File: config.mk
export PLATFORM = sky130hd
export DESIGN_NAME = multi_ctl
export DESIGN_NICKNAME = d
export VERILOG_FILES = /design/src/rtl/multi_ctl_pkg.sv /design/src/rtl/multi_ctl_dec.sv /design/src/rtl/multi_ctl.sv
export SDC_FILE = /design/constraint.sdc
export NUM_CORES = 1
export LEC_CHECK = 0
export BUFFER_PORTS_ARGS = -buffer_cell sky130_fd_sc_hd__buf_2
export CAP_MARGIN = 0
export CORE_MARGIN = 5
export CORE_UTILIZATION = 45
export DETAILED_ROUTE_END_ITERATION = 7
export PLACE_DENSITY_LB_ADDON = 0.15
export SYNTH_ARGS = -nofsm -noshare
export SYNTH_HDL_FRONTEND = slang
export SYNTH_HIERARCHICAL = 1
export SYNTH_SLANG_ARGS = --single-unit
File: constraint.sdc
create_clock -name clk -period 1.99 [get_ports clk]
set_clock_uncertainty 0.05 [all_clocks]
set_input_delay 0.597 -clock clk [delete_from_list [all_inputs] [get_ports clk]]
set_output_delay 0.597 -clock clk [all_outputs]
set_load 0.1 [all_outputs]
File: src/rtl/multi_ctl_pkg.sv
// multi_ctl_pkg: shared definitions for the multi-cycle main controller.
//   - state encodings (4-bit state register)
//   - opcode constants for IR[31:26]
//   - ALUSrcB / ALUOp / PCSource encodings
//   - ctl_t: bundle of every datapath enable/select driven by the controller
// Optional feature macro: MULTI_CTL_ADDI_EN (adds the ADDIEX/ADDIWB states).
package multi_ctl_pkg;

    typedef enum logic [3:0] {
        ST_FETCH  = 4'd0,
        ST_DECODE = 4'd1,
        ST_MEMADR = 4'd2,
        ST_MEMRD  = 4'd3,
        ST_MEMWB  = 4'd4,
        ST_MEMWR  = 4'd5,
        ST_EXEC   = 4'd6,
        ST_RCOMP  = 4'd7,
        ST_BRANCH = 4'd8,
        ST_JUMP   = 4'd9
`ifdef MULTI_CTL_ADDI_EN
        ,
        ST_ADDIEX = 4'd10,
        ST_ADDIWB = 4'd11
`endif
    } state_t;

    localparam logic [5:0] OP_RTYPE = 6'b000000;
    localparam logic [5:0] OP_LW    = 6'b100011;
    localparam logic [5:0] OP_SW    = 6'b101011;
    localparam logic [5:0] OP_BEQ   = 6'b000100;
    localparam logic [5:0] OP_J     = 6'b000010;
    localparam logic [5:0] OP_ADDI  = 6'b001000;

    localparam logic [1:0] ALUB_REG = 2'b00;
    localparam logic [1:0] ALUB_ONE = 2'b01;
    localparam logic [1:0] ALUB_IMM = 2'b10;

    localparam logic [1:0] ALUOP_ADD   = 2'b00;
    localparam logic [1:0] ALUOP_SUB   = 2'b01;
    localparam logic [1:0] ALUOP_FUNCT = 2'b10;

    localparam logic [1:0] PCS_ALU    = 2'b00;
    localparam logic [1:0] PCS_ALUOUT = 2'b01;
    localparam logic [1:0] PCS_JUMP   = 2'b10;

    typedef struct packed {
        logic       pc_write;
        logic       pc_write_cond;
        logic       iord;
        logic       mem_read;
        logic       mem_write;
        logic       ir_write;
        logic       mem_to_reg;
        logic       reg_dst;
        logic       reg_write;
        logic       alu_src_a;
        logic [1:0] alu_src_b;
        logic [1:0] alu_op;
        logic [1:0] pc_source;
    } ctl_t;

endpackage

File: src/rtl/multi_ctl_dec.sv
// multi_ctl_dec: combinational control-output decoder.
// Ports:
//   state    in   current controller state
//   mem_rdy  in   memory access completes this cycle
//   ctl      out  all datapath enables/selects for this cycle
// Optional feature macro: MULTI_CTL_ADDI_EN.
module multi_ctl_dec
    import multi_ctl_pkg::*;
(
    input  state_t state,
    input  logic   mem_rdy,
    output ctl_t   ctl
);

    always_comb begin
        ctl = '0;
        case (state)
            ST_FETCH: begin
                ctl.mem_read  = 1'b1;
                ctl.alu_src_b = ALUB_ONE;
                ctl.alu_op    = ALUOP_ADD;
                ctl.pc_source = PCS_ALU;
                // IR load and PC+1 only on the completing cycle so the PC
                // advances exactly once however long the fetch stalls.
                ctl.ir_write  = mem_rdy;
                ctl.pc_write  = mem_rdy;
            end
            ST_DECODE: begin
                // Speculative branch target PC+1+sext(imm) into ALUOut.
                ctl.alu_src_b = ALUB_IMM;
                ctl.alu_op    = ALUOP_ADD;
            end
            ST_MEMADR: begin
                ctl.alu_src_a = 1'b1;
                ctl.alu_src_b = ALUB_IMM;
                ctl.alu_op    = ALUOP_ADD;
            end
            ST_MEMRD: begin
                ctl.mem_read = 1'b1;
                ctl.iord     = 1'b1;
            end
            ST_MEMWB: begin
                ctl.reg_write  = 1'b1;
                ctl.mem_to_reg = 1'b1;
            end
            ST_MEMWR: begin
                ctl.mem_write = 1'b1;
                ctl.iord      = 1'b1;
            end
            ST_EXEC: begin
                ctl.alu_src_a = 1'b1;
                ctl.alu_src_b = ALUB_REG;
                ctl.alu_op    = ALUOP_FUNCT;
            end
            ST_RCOMP: begin
                ctl.reg_write = 1'b1;
                ctl.reg_dst   = 1'b1;
            end
            ST_BRANCH: begin
                ctl.alu_src_a     = 1'b1;
                ctl.alu_src_b     = ALUB_REG;
                ctl.alu_op        = ALUOP_SUB;
                ctl.pc_write_cond = 1'b1;
                ctl.pc_source     = PCS_ALUOUT;
            end
            ST_JUMP: begin
                ctl.pc_write  = 1'b1;
                ctl.pc_source = PCS_JUMP;
            end
`ifdef MULTI_CTL_ADDI_EN
            ST_ADDIEX: begin
                ctl.alu_src_a = 1'b1;
                ctl.alu_src_b = ALUB_IMM;
                ctl.alu_op    = ALUOP_ADD;
            end
            ST_ADDIWB: begin
                ctl.reg_write = 1'b1;
            end
`endif
            default: ;
        endcase
    end

endmodule

File: src/rtl/multi_ctl.sv
// multi_ctl: multi-cycle main controller for the shared-ALU CPU datapath.
// Holds the state register, next-state logic and retired-instruction counter;
// output decoding lives in multi_ctl_dec.
// Ports:
//   clk, rst            clock (rising edge), async active-high reset
//   i_op                opcode IR[31:26]
//   i_zf                ALU zero flag (branch gating is done in the datapath)
//   i_mem_rdy           memory access completes this cycle
//   o_pc_write ..       datapath enables/selects (all 0 while rst=1)
//   o_state             current state (debug)
//   o_icnt              retired instruction count, wraps mod 2^CNT_W
// Optional feature macro: MULTI_CTL_ADDI_EN (addi via ADDIEX/ADDIWB).
module multi_ctl
    import multi_ctl_pkg::*;
#(
    parameter int CNT_W = 16
) (
    input  logic             clk,
    input  logic             rst,
    input  logic [5:0]       i_op,
    input  logic             i_zf,
    input  logic             i_mem_rdy,
    output logic             o_pc_write,
    output logic             o_pc_write_cond,
    output logic             o_iord,
    output logic             o_mem_read,
    output logic             o_mem_write,
    output logic             o_ir_write,
    output logic             o_mem_to_reg,
    output logic             o_reg_dst,
    output logic             o_reg_write,
    output logic             o_alu_src_a,
    output logic [1:0]       o_alu_src_b,
    output logic [1:0]       o_alu_op,
    output logic [1:0]       o_pc_source,
    output logic [3:0]       o_state,
    output logic [CNT_W-1:0] o_icnt
);

    state_t           state, next_state;
    ctl_t             ctl, ctl_gated;
    logic [CNT_W-1:0] icnt;

    // The zero flag only qualifies pc_write_cond inside the datapath.
    logic zf_unused;
    assign zf_unused = i_zf;

    always_ff @(posedge clk or posedge rst) begin
        if (rst) state <= ST_FETCH;
        else     state <= next_state;
    end

    always_comb begin
        next_state = state;
        case (state)
            ST_FETCH:  next_state = i_mem_rdy ? ST_DECODE : ST_FETCH;
            ST_DECODE: begin
                case (i_op)
                    OP_RTYPE:     next_state = ST_EXEC;
                    OP_LW, OP_SW: next_state = ST_MEMADR;
                    OP_BEQ:       next_state = ST_BRANCH;
                    OP_J:         next_state = ST_JUMP;
`ifdef MULTI_CTL_ADDI_EN
                    OP_ADDI:      next_state = ST_ADDIEX;
`endif
                    // Unknown opcodes retire as NOPs.
                    default:      next_state = ST_FETCH;
                endcase
            end
            ST_MEMADR: next_state = (i_op == OP_LW) ? ST_MEMRD : ST_MEMWR;
            ST_MEMRD:  next_state = i_mem_rdy ? ST_MEMWB : ST_MEMRD;
            ST_MEMWB:  next_state = ST_FETCH;
            ST_MEMWR:  next_state = i_mem_rdy ? ST_FETCH : ST_MEMWR;
            ST_EXEC:   next_state = ST_RCOMP;
            ST_RCOMP:  next_state = ST_FETCH;
            ST_BRANCH: next_state = ST_FETCH;
            ST_JUMP:   next_state = ST_FETCH;
`ifdef MULTI_CTL_ADDI_EN
            ST_ADDIEX: next_state = ST_ADDIWB;
            ST_ADDIWB: next_state = ST_FETCH;
`endif
            default:   next_state = ST_FETCH;
        endcase
    end

    // An instruction retires whenever control returns to FETCH.
    always_ff @(posedge clk or posedge rst) begin
        if (rst)
            icnt <= '0;
        else if (next_state == ST_FETCH && state != ST_FETCH)
            icnt <= icnt + 1'b1;
    end

    multi_ctl_dec u_dec (
        .state   (state),
        .mem_rdy (i_mem_rdy),
        .ctl     (ctl)
    );

    // FETCH decodes to active strobes, so reset must mask them explicitly.
    assign ctl_gated = rst ? '0 : ctl;

    assign o_pc_write      = ctl_gated.pc_write;
    assign o_pc_write_cond = ctl_gated.pc_write_cond;
    assign o_iord          = ctl_gated.iord;
    assign o_mem_read      = ctl_gated.mem_read;
    assign o_mem_write     = ctl_gated.mem_write;
    assign o_ir_write      = ctl_gated.ir_write;
    assign o_mem_to_reg    = ctl_gated.mem_to_reg;
    assign o_reg_dst       = ctl_gated.reg_dst;
    assign o_reg_write     = ctl_gated.reg_write;
    assign o_alu_src_a     = ctl_gated.alu_src_a;
    assign o_alu_src_b     = ctl_gated.alu_src_b;
    assign o_alu_op        = ctl_gated.alu_op;
    assign o_pc_source     = ctl_gated.pc_source;
    assign o_state         = rst ? 4'd0 : state;
    assign o_icnt          = icnt;

endmodule

==> results of run 1 <==
[through the flow]
stage	setup slack, ns	utilization (%)
finish	-0.673	92.5
global route	-0.684	92.5
CTS	-0.503	89.3
detailed placement	-0.419	78.7
global placement	-0.357	78.7
floorplan	-0.321	-
[worst max-delay path, delay by kind of cell, from the launching register on]
family          cells  cell delay [ns]
compound gates      3             0.85
buf+inv             5             0.70
flops               1             0.44
simple gates        2             0.33
xor+xnor            1             0.22
[Yosys cell counts (all sizes together), types with 3 or more instances]
library cell / count / area share (%)
nand2: 5 / 1.3
and2: 3 / 1.3
nor4b: 4 / 2.5
nor3: 6 / 2.1
nor3b: 7 / 4.4
nand3: 6 / 3.2
nor2b: 23 / 10
nor2: 4 / 1.1
buf: 7 / 3.4
dfrtp: 20 / 35
nand4: 7 / 3.1
xnor2: 16 / 9.9
clkbuf: 5 / 1.4
or3b: 3 / 1.9
and3: 7 / 3.1
[cells in the final DEF, fill, tap and decap left out, drive strengths merged, types with 2 or more instances in the layout]
cell / n
buf: 88
nor2b: 23
dfrtp: 20
xnor2: 16
nand4: 7
and3: 7
nor3b: 7
nand3: 6
nor3: 6
nand2: 5
clkbuf: 5
nor2: 4
nor4b: 4
or3b: 3
and2: 3
nand4b: 2
a31oi: 2
o21ai: 2
xor2: 2
nand2b: 2
[layout make-up]
class	instances	area (um^2)	area share (%)
tap	44	55.1	1.97
clock buffer	4	36.3	1.30
sequential	20	512	18.3
multi-input combinational	115	1200	42.9
inverter	1	3.75	0.134
timing repair buffer	89	993	35.5
[report_power, final]
group	internal, uW	total [uW]	switching (uW)
Sequential	471	560	89.5
Combinational	361	1140	779
Clock	112	244	132
Total	944	1940	1000
[repair_timing]
action                                  CTS  global route
gates cloned                              1             0
buffers inserted                         14             4
pin swaps                                16             8
gates resized for setup                  30            20
endpoints found under the setup margin   31            35
[flip-flops by register name, summed over array words and instances, names as in the netlist]
name / cells
o_icnt: 16
state: 4
[worst min path at each step]
stage / start / slack (ns) / to
floorplan: state[3] / 0.66 / state[0]
global placement: o_icnt[15] / 0.40 / o_icnt[15]
detailed placement: o_icnt[15] / 0.41 / o_icnt[15]
CTS: o_icnt[15] / 0.43 / o_icnt[15]
global route: o_icnt[15] / 0.45 / o_icnt[15]
finish: o_icnt[15] / 0.43 / o_icnt[15]
[kinds of logic (layout without fill, tap and decap cells)]
group | Yosys count | after routing
simple gates | 84 | 84
flops | 20 | 20
xor+xnor | 18 | 18
buf+inv | 13 | 94
compound gates | 11 | 11
fa+ha+maj | 1 | 1
mux | 1 | 1
[per-layer routing]
layer	share of wire, %	vias up	GRT usage [%]
met5	0	-	0
li1	-	690	-
met1	39	761	27.3
met2	53	91	44.5
met4	3.1	0	10.2
met3	5.7	20	3.74
==> flow_summary.yaml, run 1 <==
die:
  initial_core_util_pct: 46.9
  io_pins: 46
  floorplan.rows: 20
  floorplan.die_area_um2: 4380
  core_region_area_um2: 3030
  die_width_um: 66.2
  fp.dieH_um: 66.2
detailed_routing:
  drt_pre_antenna_iters: 4
  drt_iter0_markers: 106
  avgRoutedWirePerCell_um: 21.0
  vias_per_cell: 5.72
  ant_nets: 0
  drt_drc_violations_left: 0
  routed-via-count: 1562
  wl_um: 5730
logic_synthesis:
  count_of_flip_flops_with_a_built_in_enable_after_synthesis: 0
  number_of_synthesis_warnings: 6
  synth_compound_area_share_pct: 7.22
  synth.yosys.seq_area_share_pct: 35.2
  synth_top_family_by_area: "simple AND/OR/NAND/NOR gates"
  ys_types: 41
  ys.flop_type: "dfrtp_1"
  post_synth_mux_area_share_pct: 0.793
  synth_xor_area_share_pct: 11.1
  ys_ff_latch: 20
  synthSimpleGateAreaFrac_pct: 39.6
  post_synthesis_mean_instance_area_um2: 9.60
  async_flop_share_pct: 100
  synth_fa_ha_area_share_pct: 0.881
  postSynthNetCount: 159
  synthesis.area_um2: 1420
  syn-instance-count: 148
setup_path:
  critical_path.reg2reg.startpoint: "state[0]"
  worstSetupStartpoint: "state[0]"
  startpoint_type: "register"
  crit_fanout: 8
  crit-reg2reg-capture: "o_icnt[6]"
  capturing_element_type_of_the_critical_path: "register"
  regToRegSetupSlack_ns: -0.67
  crit_path_cell_trace: "buf_12, buf_12, buf_6, buf_6, or4bb_4, a31oi_1, a221o_1, a2111oi_4, buf_6, nand4_1, xnor2_1"
  cpPeakStageDelay_ns: 0.44
  crit_required_ns: 2.16
  crit_arrival_ns: 2.83
  cp_slowest_cell: "dfrtp_1"
  worst_setup_path_endpoint: "o_icnt[6]"
  timing_worst_setup_path_type: "register to register"
  critical_path.most_common_cell: "buf_6"
  r2r_cells: 11
global_routing:
  via_count_of_the_first_global_routing_pass: 1629
  grt_util_all_layers_pct: 24.2
  grt_pass1_wl_um: 8090
  grt_start_max_net_pins: 22
  grt_antenna_before_repair: 0
  globalRouteOverflowTotal: 0
timing:
  tightestPinTransition_ns: 0.501
  setup_violations: 36
  final_max_slew_viols: 0
  post_route_setup_tns_ns: -17.03
  grt_setup_unrepaired: "yes"
  final.period_utilization_pct: 134
  hold_violations: 0
  worst_slew_margin_rel_pct: 66.8
  fin_worst_hold_slack_ns: 0.431
  min_period_ns: 2.66
  fmax_mhz: 375
  final.setup.worst_slack_ns: -0.673
pwr:
  total_power_uw: 1940
  p_leak_uw: 0.00118
  p_per_area_nw_per_um2: 694
  vdd.ir_drop.worst_v: 0.00140
cts:
  number_of_buffers_added_to_fix_hold_violations_after_cts: 0
  clock-root-buffer: "clkbuf_4"
  h-tree-depth: 1
  cts_tree: "done"
  numCtsBuffers: 3
  clkLatencyLatePin_ns: 0.31
  cts.sink_count: 20
  clock_path_buffers: 2
  clk_transition_reported_paths_ns: 0.12
cells_and_area:
  layout-area-overhead-vs-synth_pct: 97.2
  antenna-diode-count: 0
  stdcell_count: 273
  finalNetCount: 241
  final_layout_size_suffix_gt1_share_pct: 69.4
  finish.instance_area_um2: 2800
  fillers: 96
run:
  maxCapViolations: 0
placed_design:
  post-place-cells: 251
  place_area_um2: 2380
  gp_routability_congestion: 0.855
  portBuffers: 44
  place_hpwl_um: 2770
worst_hold_path:
  hold_class: "register to register"
  worstHoldPathCells: 1
outcome:
  run_status: "finished, violations left"
  violations_in_the_final_reports: "setup timing"
Note: power is estimated with default switching activity, not from simulation.
==> run 2: changes to the inputs <==
--- a/config.mk
+++ b/config.mk
@@ -7,8 +7,10 @@
 export LEC_CHECK = 0
 export BUFFER_PORTS_ARGS = -buffer_cell sky130_fd_sc_hd__buf_2
 export CAP_MARGIN = 0
+export CELL_PAD_IN_SITES_DETAIL_PLACEMENT = 1
+export CELL_PAD_IN_SITES_GLOBAL_PLACEMENT = 1
 export CORE_MARGIN = 5
-export CORE_UTILIZATION = 45
+export CORE_UTILIZATION = 34
 export DETAILED_ROUTE_END_ITERATION = 7
 export PLACE_DENSITY_LB_ADDON = 0.15
 export SYNTH_ARGS = -nofsm -noshare
==> run 2 against run 1 <==
Against the previous run:
- the flow still finishes with violations (setup timing)
- routed wire length up 7.4%
- fmax increased by 10%
- clock-buffer cell count did not move
- global-route usage fell by 3.1 points
- sequential share of layout area fell by 0.46 points
- critical endpoint is now o_icnt[15]
- largest cell class unchanged
==> flow_summary.yaml, run 2 (synthesized netlist as in run 1, its figures left out) <==
global_routing:
  grt_start_max_net_pins: 22
  globalRouteOverflowTotal: 0
  grt_util_all_layers_pct: 21.1
  via_count_of_the_first_global_routing_pass: 1631
  grt_pass1_wl_um: 8770
  grt_antenna_before_repair: 0
cells_and_area:
  antenna-diode-count: 0
  finalNetCount: 240
  largest_register_ff_count: 16
  layout-area-overhead-vs-synth_pct: 103
  layout.cells.most_common_list: "28 x buf_12, 27 x buf_4, 24 x buf_2"
  finish.utilization_pct: 71.5
  final_layout_size_suffix_gt1_share_pct: 69.7
  final_common_cell: "buf_12"
setup_path:
  crit_required_ns: 2.10
  crit_path_cell_trace: "buf_4, nor2b_1, and3_1, a221o_1, a2111oi_4, buf_12, nand4_1, xnor2_1"
  timing_worst_setup_path_type: "register to register"
  cpPeakStageDelay_ns: 0.46
  startpoint_type: "register"
  crit_fanout: 8
  capturing_element_type_of_the_critical_path: "register"
  crit_arrival_ns: 2.53
  critical_path.reg2reg.startpoint: "state[0]"
  r2r_cells: 8
  crit-reg2reg-capture: "o_icnt[15]"
  cp_slowest_cell: "dfrtp_2"
  regToRegSetupSlack_ns: -0.43
placed_design:
  portBuffers: 44
  place_hpwl_um: 3440
  preCtsSetupSlack_ns: -0.363
  gp_routability_congestion: 0.781
die:
  die_width_um: 74.6
  core_region_area_um2: 4030
  floorplan.die_area_um2: 5570
  fp.dieH_um: 74.6
  initial_core_util_pct: 35.2
  io_pins: 46
  floorplan.rows: 23
detailed_routing:
  ant_nets: 0
  wl_um: 6160
  vias_per_cell: 5.40
  drt_iter0_markers: 71
  drt_pre_antenna_iters: 4
  avgRoutedWirePerCell_um: 22.2
  drt_drc_violations_left: 0
  routed-via-count: 1500
cts:
  cts_tree: "done"
  cts.sink_count: 20
  clkLatencyLatePin_ns: 0.27
  numCtsBuffers: 3
  clock-root-buffer: "clkbuf_8"
  h-tree-depth: 1
  number_of_buffers_added_to_fix_hold_violations_after_cts: 0
  clk_transition_reported_paths_ns: 0.07
  clock_path_buffers: 2
pwr:
  p_leak_uw: 0.00121
  p_per_area_nw_per_um2: 696
  vdd.ir_drop.worst_v: 0.00111
  total_power_uw: 2000
outcome:
  run_status: "finished, violations left"
  violations_in_the_final_reports: "setup timing"
timing:
  final.period_utilization_pct: 122
  post_route_setup_tns_ns: -11.35
  fmax_mhz: 413
  grt_setup_unrepaired: "yes"
  final_max_slew_viols: 0
  hold_violations: 0
  setup_violations: 32
  min_period_ns: 2.42
  final.setup.worst_slack_ns: -0.431
  worst_slew_margin_rel_pct: 64.0
  tightestPinTransition_ns: 0.541
worst_hold_path:
  hp-start: "o_icnt[15]"
  hold_class: "register to register"
  worstHoldPathCells: 1
  hold_path_end: "o_icnt[15]"
run:
  maxCapViolations: 0
==> run 2: cell count changes in the layout (fill, tap and decap cells not counted), sizes merged <==
cell,change
buf,-1
==> run 2: what timing repair did <==
action | 4_1_cts | 5_1_grt
pin swaps | 14 | 11
endpoints found under the setup margin | 34 | 33
buffers inserted | 10 | 5
cloned | 0 | 1
gates resized for setup | 28 | 20
==> run 2: area by class of cell <==
type	count	area, um^2
Multi-Input combinational cell	115	1250
Fill cell	403	1150
Timing Repair Buffer	88	998
Sequential cell	20	513
Tap cell	50	62.6
Clock buffer	4	55.1
Inverter	1	3.75
==> run 2: per-stage QoR <==
stage                     area (um^2)  hold slack (ns)  cells
after global routing             2880            0.439    278
after detailed placement         2410            0.408    260
after CTS                        2690            0.421    274
after floorplan                  1660            0.658    148
after global placement           2410            0.400    260
final                            2880            0.425    278
==> run 2: layer usage <==
layer / global-route usage [%] / wire length (um)
met5: 0 / 0
met4: 11.9 / 260
met3: 2.27 / 191
met2: 40.5 / 3570
met1: 22.1 / 2130
==> run 2: worst max-delay path by stage <==
stage	startpoint	end	slack, ns	depth (start not counted)
floorplan	i_mem_rdy	o_pc_write	-0.32	3
global placement	i_mem_rdy	o_icnt[1]	-0.34	7
global route	state[0]	o_icnt[5]	-0.54	9
CTS	state[1]	o_alu_src_a	-0.35	5
detailed placement	i_op[2]	o_icnt[1]	-0.36	7
finish	state[0]	o_icnt[15]	-0.43	8
==> run 2: critical path: cells and delay by family (launching register included) <==
family | cells | cell delay, ns
AOI/OAI and AO/OA | 2 | 0.78
buffers and inverters | 2 | 0.36
DFF | 1 | 0.46
and+or+nand+nor | 3 | 0.50
xor gates and xnor gates | 1 | 0.16
==> run 2: power by group <==
| part | internal, uW | total, uW | leakage [uW] | switching, uW |
|---|---|---|---|---|
| sequential | 472 | 555 | 0.000254 | 83.8 |
| clock | 177 | 320 | 0.0000288 | 144 |
| combinational | 356 | 1130 | 0.000928 | 772 |
| total | 1000 | 2000 | 0.00121 | 999 |
